--- config.mk ---
export PLATFORM = sky130hd
export DESIGN_NAME = kb_scr_fifo_drv
export DESIGN_NICKNAME = d
export VERILOG_FILES = /design/src/rtl/kb_scr_pkg.sv /design/src/rtl/sync_fifo.sv /design/src/rtl/kb_scr_fifo_drv.sv
export SDC_FILE = /design/constraint.sdc
export NUM_CORES = 1
export LEC_CHECK = 0
export ABC_CLOCK_PERIOD_IN_PS = 2600
export CAP_MARGIN = 20
export CORE_ASPECT_RATIO = 0.9
export CORE_UTILIZATION = 35
export DETAILED_ROUTE_END_ITERATION = 12
export SLEW_MARGIN = 5
export SYNTH_ARGS = -nofsm -noshare
export SYNTH_HDL_FRONTEND = slang
export SYNTH_HIERARCHICAL = 1
export SYNTH_SLANG_ARGS = --single-unit
--- constraint.sdc ---
create_clock -name clk -period 2.6 [get_ports clk]
set_input_delay 0.52 -clock clk [delete_from_list [all_inputs] [get_ports clk]]
set_output_delay 0.52 -clock clk [all_outputs]
set_load 0.03 [all_outputs]
--- src/rtl/kb_scr_pkg.sv ---
// Shared constants for the keyboard/screen FIFO driver: CSR bit positions,
// register-select codes, CSR reset values and a CSR packing helper.
package kb_scr_pkg;

  // CSR bit positions (bits 7:5 are reserved and read as zero)
  localparam int CSR_ENA = 4;
  localparam int CSR_OF  = 3;
  localparam int CSR_DBA = 2;
  localparam int CSR_IO  = 1;
  localparam int CSR_IE  = 0;

  // Register select codes on reg_sel_i
  localparam logic [1:0] SEL_KB_DATA  = 2'd0;
  localparam logic [1:0] SEL_KB_CSR   = 2'd1;
  localparam logic [1:0] SEL_SCR_DATA = 2'd2;
  localparam logic [1:0] SEL_SCR_CSR  = 2'd3;

  // CSR values seen right after reset (dba bits here describe empty FIFOs)
  localparam logic [7:0] KB_CSR_RST  = 8'h02;
  localparam logic [7:0] SCR_CSR_RST = 8'h04;

  // Writable / sticky CSR state; dba and io are derived, not stored
  typedef struct packed {
    logic ena;
    logic of;
    logic ie;
  } csr_ctl_t;

  // Assemble the 8-bit CSR image from stored state and live status
  function automatic logic [7:0] csr_pack(input csr_ctl_t c, input logic dba, input logic io);
    logic [7:0] v;
    v          = '0;
    v[CSR_ENA] = c.ena;
    v[CSR_OF]  = c.of;
    v[CSR_DBA] = dba;
    v[CSR_IO]  = io;
    v[CSR_IE]  = c.ie;
    return v;
  endfunction

endpackage

--- src/rtl/sync_fifo.sv ---
// Single-clock FIFO with zero-latency head. Push into a full FIFO and pop
// from an empty FIFO are ignored; full/empty reflect the pre-edge count so a
// concurrent pop never makes room for a push in the same cycle.
module sync_fifo
  #(parameter int W     = 8,
    parameter int DEPTH = 4)
  (input  logic                     clk,
   input  logic                     rst,
   input  logic                     push,
   input  logic                     pop,
   input  logic [W-1:0]             din,
   output logic [W-1:0]             head,
   output logic                     full,
   output logic                     empty,
   output logic [$clog2(DEPTH):0]   count);

  localparam int AW = $clog2(DEPTH);
  localparam logic [AW:0] FULL_CNT = (AW+1)'(DEPTH);

  logic [W-1:0]  mem [DEPTH];
  logic [AW-1:0] wr_ptr;
  logic [AW-1:0] rd_ptr;
  logic [AW:0]   cnt;
  logic          push_ok;
  logic          pop_ok;

  assign full    = (cnt == FULL_CNT);
  assign empty   = (cnt == '0);
  assign push_ok = push & ~full;
  assign pop_ok  = pop & ~empty;
  assign head    = mem[rd_ptr];
  assign count   = cnt;

  // Pointer and occupancy bookkeeping; pointers wrap naturally at DEPTH
  always_ff @(posedge clk) begin
    if (rst) begin
      wr_ptr <= '0;
      rd_ptr <= '0;
      cnt    <= '0;
    end else begin
      if (push_ok) wr_ptr <= wr_ptr + AW'(1);
      if (pop_ok)  rd_ptr <= rd_ptr + AW'(1);
      case ({push_ok, pop_ok})
        2'b10:   cnt <= cnt + (AW+1)'(1);
        2'b01:   cnt <= cnt - (AW+1)'(1);
        default: cnt <= cnt;
      endcase
    end
  end

  // Storage array; contents are don't-care until written
  always_ff @(posedge clk) begin
    if (push_ok) mem[wr_ptr] <= din;
  end

endmodule

--- src/rtl/kb_scr_fifo_drv.sv ---
// Keyboard/screen device driver: keyboard bytes are buffered until the CPU
// reads them, screen bytes written by the CPU are buffered until the screen
// sink takes them. Two CSRs control enable, interrupt enable and overflow.
// Optional feature: define KB_SCR_IRQ_EN to generate irq_o; otherwise irq_o
// is tied low while the ie bits remain stored and readable.
module kb_scr_fifo_drv
  import kb_scr_pkg::*;
  #(parameter int DW        = 8,
    parameter int KB_DEPTH  = 4,
    parameter int SCR_DEPTH = 4)
  (input  logic          clk,
   input  logic          rst,
   input  logic [DW-1:0] kb_data_i,
   input  logic          kb_valid_i,
   output logic          kb_ready_o,
   output logic [DW-1:0] scr_data_o,
   output logic          scr_valid_o,
   input  logic          scr_ready_i,
   input  logic [1:0]    reg_sel_i,
   input  logic          reg_wr_i,
   input  logic          reg_rd_i,
   input  logic [DW-1:0] reg_wdata_i,
   output logic [DW-1:0] reg_rdata_o,
   output logic          irq_o);

  localparam int KB_CW  = $clog2(KB_DEPTH) + 1;
  localparam int SCR_CW = $clog2(SCR_DEPTH) + 1;
  localparam logic [SCR_CW-1:0] SCR_FULL = SCR_CW'(SCR_DEPTH);

  csr_ctl_t          kb_ctl;
  csr_ctl_t          scr_ctl;

  logic [DW-1:0]     kb_head;
  logic              kb_full;
  logic              kb_empty;
  logic [KB_CW-1:0]  kb_count;
  logic              kb_push;
  logic              kb_pop;
  logic              kb_dba;

  logic [DW-1:0]     scr_head;
  logic              scr_full;
  logic              scr_empty;
  logic [SCR_CW-1:0] scr_count;
  logic              scr_push;
  logic              scr_pop;
  logic              scr_dba;

  logic              kb_csr_wr;
  logic              scr_csr_wr;
  logic [DW-1:0]     rd_mux;
  logic [DW-1:0]     rdata_p1;

  // Handshake and strobe decode
  assign kb_ready_o  = kb_ctl.ena;
  assign kb_push     = kb_valid_i & kb_ctl.ena;
  assign kb_pop      = reg_rd_i & (reg_sel_i == SEL_KB_DATA);
  assign scr_push    = reg_wr_i & (reg_sel_i == SEL_SCR_DATA);
  assign scr_valid_o = scr_ctl.ena & ~scr_empty;
  assign scr_pop     = scr_valid_o & scr_ready_i;
  assign scr_data_o  = scr_valid_o ? scr_head : '0;
  assign kb_csr_wr   = reg_wr_i & (reg_sel_i == SEL_KB_CSR);
  assign scr_csr_wr  = reg_wr_i & (reg_sel_i == SEL_SCR_CSR);

  // Live status: keyboard has data to read, screen has room to write
  assign kb_dba  = (kb_count != '0);
  assign scr_dba = (scr_count != SCR_FULL);

  sync_fifo #(.W(DW), .DEPTH(KB_DEPTH)) u_kb_fifo (
    .clk   (clk),
    .rst   (rst),
    .push  (kb_push),
    .pop   (kb_pop),
    .din   (kb_data_i),
    .head  (kb_head),
    .full  (kb_full),
    .empty (kb_empty),
    .count (kb_count)
  );

  sync_fifo #(.W(DW), .DEPTH(SCR_DEPTH)) u_scr_fifo (
    .clk   (clk),
    .rst   (rst),
    .push  (scr_push),
    .pop   (scr_pop),
    .din   (reg_wdata_i),
    .head  (scr_head),
    .full  (scr_full),
    .empty (scr_empty),
    .count (scr_count)
  );

  // Keyboard CSR: ena/ie written by CPU, of is W1C and set by a dropped byte
  always_ff @(posedge clk) begin
    if (rst) begin
      kb_ctl.ena <= KB_CSR_RST[CSR_ENA];
      kb_ctl.of  <= KB_CSR_RST[CSR_OF];
      kb_ctl.ie  <= KB_CSR_RST[CSR_IE];
    end else begin
      if (kb_csr_wr) begin
        kb_ctl.ena <= reg_wdata_i[CSR_ENA];
        kb_ctl.ie  <= reg_wdata_i[CSR_IE];
        if (reg_wdata_i[CSR_OF]) kb_ctl.of <= 1'b0;
      end
      // A new overflow outranks a same-cycle clear so no event is lost
      if (kb_push && kb_full) kb_ctl.of <= 1'b1;
    end
  end

  // Screen CSR: same layout; overflow comes from CPU writes into a full FIFO
  always_ff @(posedge clk) begin
    if (rst) begin
      scr_ctl.ena <= SCR_CSR_RST[CSR_ENA];
      scr_ctl.of  <= SCR_CSR_RST[CSR_OF];
      scr_ctl.ie  <= SCR_CSR_RST[CSR_IE];
    end else begin
      if (scr_csr_wr) begin
        scr_ctl.ena <= reg_wdata_i[CSR_ENA];
        scr_ctl.ie  <= reg_wdata_i[CSR_IE];
        if (reg_wdata_i[CSR_OF]) scr_ctl.of <= 1'b0;
      end
      if (scr_push && scr_full) scr_ctl.of <= 1'b1;
    end
  end

  // Read mux over pre-edge state, so a same-cycle write is not yet visible
  always_comb begin
    rd_mux = '0;
    case (reg_sel_i)
      SEL_KB_DATA:  rd_mux = kb_empty ? '0 : kb_head;
      SEL_KB_CSR:   rd_mux = DW'(csr_pack(kb_ctl, kb_dba, KB_CSR_RST[CSR_IO]));
      SEL_SCR_CSR:  rd_mux = DW'(csr_pack(scr_ctl, scr_dba, SCR_CSR_RST[CSR_IO]));
      default:      rd_mux = '0;
    endcase
  end

  // ---- stage p1: registered read data, held between reads ----
  always_ff @(posedge clk) begin
    if (rst)           rdata_p1 <= '0;
    else if (reg_rd_i) rdata_p1 <= rd_mux;
  end

  assign reg_rdata_o = rdata_p1;

`ifdef KB_SCR_IRQ_EN
  logic irq_p1;

  // ---- stage p1: level interrupt from data-available and overflow causes ----
  always_ff @(posedge clk) begin
    if (rst) irq_p1 <= 1'b0;
    else     irq_p1 <= (kb_ctl.ie & kb_dba)
                     | (scr_ctl.ie & scr_ctl.ena & scr_dba)
                     | (kb_ctl.ie & kb_ctl.of)
                     | (scr_ctl.ie & scr_ctl.of);
  end

  assign irq_o = irq_p1;
`else
  assign irq_o = 1'b0;
`endif

endmodule
==> flow_metrics.tcl <==
set metrics [dict create \
    outcome "finished, final reports clean" \
    postPlaceCellArea_um2 4750 \
    power_leakage_uw 0.00174 \
    rows 36 \
    rsz0062_at_grt "no" \
    min_period_over_period_pct 94.5 \
    area_delta_synth_final_pct 24.3 \
    setup_viol 0 \
    start_util_pct 36.7 \
    ys_types 43 \
    postCtsSetupBuffers 0 \
    wl_mm 7.36 \
    dp_cells 487 \
    die_w_um 115 \
    clockRootBuffer "clkbuf_16" \
    drc 0 \
    p_per_area_nw_per_um2 623 \
    slew_viol_final 0 \
    drt-initial-drc-count 130 \
    max_slew_margin_pct 63.8 \
    synth_area_leader_cell "edfxtp_1" \
    synth_area_leaders "edfxtp_1 47%, dfxtp_1 16%, mux4_2 8.9%" \
    ctsResizeCount 8 \
    hold_viol_final 0 \
    worstMarginPinSlew_ns 0.543 \
    yosys_most_used_dff "edfxtp_1" \
    worstPathArrival_ns 1.94 \
    core-area_um2 11000 \
    io_pins 43 \
    power_uw 3140 \
    synth_cells 285 \
    worst-path-buf-inv 2 \
    async_flop_share_pct 0 \
    cp.required_ns 2.08 \
    slowest_stage "clkdlybuf4s50_1" \
    synth_nets 321 \
    layout.nets 382 \
    grt_max_degree 21 \
    finalClockSkew_ns 0.00617 \
    grt_usage_pct 13.5 \
    syn_area_per_cell_um2 14.2 \
    hold_class "reg2reg" \
    grt_pass1_vias 2428 \
    cpLargestDelayFamily "buffers and inverters" \
    hold_buffers 0 \
    firstDrtPassIters 4 \
    clk_pin_slew_worst_paths_ns 0.06 \
    ys_seq_area_share_pct 63.2 \
    postRouteAntennaNets 0 \
    cts_tree "yes" \
    die_h_um 104 \
    io_buffers 41 \
    min_period_ns 2.46 \
    layout.cells.non_filler 503 \
    grt_antenna_before_repair 0 \
    wl_per_cell_um 14.6 \
    drive_gt1_share_pct 16.2 \
    ys_ff_latch 96 \
    clk-insertion-delay-late_ns 0.34 \
    ir_worst_vdd_mv 0.361 \
    crit_fanout 9 \
    grt_first_pass_wirelength_mm 12.1 \
    synth.top_cell.area_share_pct 47.4 \
    cts_buffer_depth 2 \
    worstSetupPathType "reg2out" \
    synthTopCellsByCount "64 x edfxtp_1, 32 x dfxtp_1, 20 x and2_1, 19 x inv_1, 17 x nor2_1" \
    netlist_area_um2 4050 \
    vias 2388 \
    place_hpwl_mm 5.19 \
    path_cells "nor3_2 > nor2b_1 > buf_4 > clkdlybuf4s50_1" \
    n_antenna_cell 0 \
    worstSetupStartpointType "flip-flop" \
    viasPerCell 4.75 \
    cp_slowest_stage_delay_ns 0.67 \
    die_area_um2 12000 \
    cts_buffers 9 \
    clock.fmax_mhz 407 \
    final_area_um2 5040 \
    endpoint_kind "primary output" \
    clkSinkCount 96 \
    yosysWarnings 6 \
    htreeDepth 3 \
    overflow 0 \
    synth_edf_count 64 \
    drv_cap 0 \
    yosysMostFrequentCell "edfxtp_1" \
    gp_congestion 0.693 \
]
==> through the flow <==
step                setup slack (ns)  utilization (%)  hold WS (ns)  TNS (ns)
detailed placement            -0.162             43.0         0.471    -0.289
floorplan                     0.0107                -         0.449         0
global placement             -0.0800             43.0         0.464    -0.104
CTS                            0.107             45.7         0.484         0
finish                         0.142             45.7         0.480         0
global route                  0.0317             45.7         0.499         0
==> sequential cells by signal, indices dropped and copies added, names as in the netlist, named ones only <==
| name | cells |
|---|---|
| kb_ctl | 2 |
| kb_ready_o | 1 |
| reg_rdata_o | 8 |
| scr_ctl | 3 |
| u_kb_fifo/count | 3 |
| u_kb_fifo/mem | 32 |
| u_kb_fifo/rd_ptr | 2 |
| u_kb_fifo/wr_ptr | 2 |
| u_scr_fifo/count | 3 |
| u_scr_fifo/mem | 32 |
| u_scr_fifo/rd_ptr | 2 |
| u_scr_fifo/wr_ptr | 2 |
==> placed cells by master, fill, tap and decap left out, types with 2 or more instances in the layout <==
cell,n
mux2i_1,6
xor2_1,6
and2_0,2
a21oi_1,13
nor3b_1,2
or3_1,6
dlygate4sd2_1,8
o21ai_0,7
nand2_1,3
nand2b_1,11
buf_4,21
nor3b_2,2
inv_1,19
clkbuf_1,2
and2_1,20
mux4_2,16
a221oi_1,3
clkbuf_16,9
edfxtp_1,64
ha_1,10
nand3_1,7
o21ai_1,3
nor3_2,3
dfxtp_1,32
nor2_1,17
fa_1,2
clkinv_1,3
o31ai_2,2
bufinv_16,2
and3_1,2
nor2b_1,2
clkdlybuf4s50_1,33
==> worst paths after layout <==
path                                           from             endpoint  slack [ns]  cells after the start
worst min register to register       reg_rdata_o[7]       reg_rdata_o[7]        0.48                      2
worst min-delay path                 reg_rdata_o[7]       reg_rdata_o[7]        0.48                      2
worst max-delay path            u_scr_fifo/count[0]          scr_valid_o        0.14                      4
worst max register to register  u_scr_fifo/count[0]  u_scr_fifo/count[2]        0.22                     11
==> logic make-up (layout without fill, tap and decap cells) <==
family / count (synthesis) / in the layout / share of synthesized area [%]
AND/OR/NAND/NOR: 81 / 81 / 11.8
multiplexers: 23 / 23 / 10.6
other: 1 / 1 / 0.0925
AO/OA/AOI/OAI: 35 / 35 / 5.46
flip-flops: 96 / 96 / 63.2
buffers and inverters: 31 / 97 / 3.40
XOR/XNOR: 6 / 6 / 1.30
adder cells (fa/ha/maj): 12 / 12 / 4.07
==> layout make-up <==
type,count,area [um2]
Fill cell,1010,6000
Sequential cell,96,2560
Multi-Input combinational cell,158,1350
Timing Repair Buffer,62,558
Clock buffer,11,233
Tap cell,152,190
Clock inverter,5,71.3
Inverter,19,71.3
==> where the power goes <==
group	leakage [uW]	total, uW	switching, uW	internal (uW)
clock network	0.000146	1350	518	833
registers	0.000835	1650	10.1	1640
logic	0.000757	140	68.8	70.8
==> layer usage <==
metal	share of wire, %	track usage (%)
met2	51	24.0
met3	3.9	3.44
met5	0	0
met1	44	15.1
met4	1.7	5.29
==> worst reg2reg max path: cells and delay by family (launching register included) <==
family                   cells  cell delay (ns)
flip-flops                   1             0.48
AND/OR/NAND/NOR              4             0.77
XOR/XNOR                     1             0.15
AO/OA/AOI/OAI                2             0.24
buffers and inverters        2             0.13
adder cells (fa/ha/maj)      2             0.53
Power figures use the tool's default switching activity.
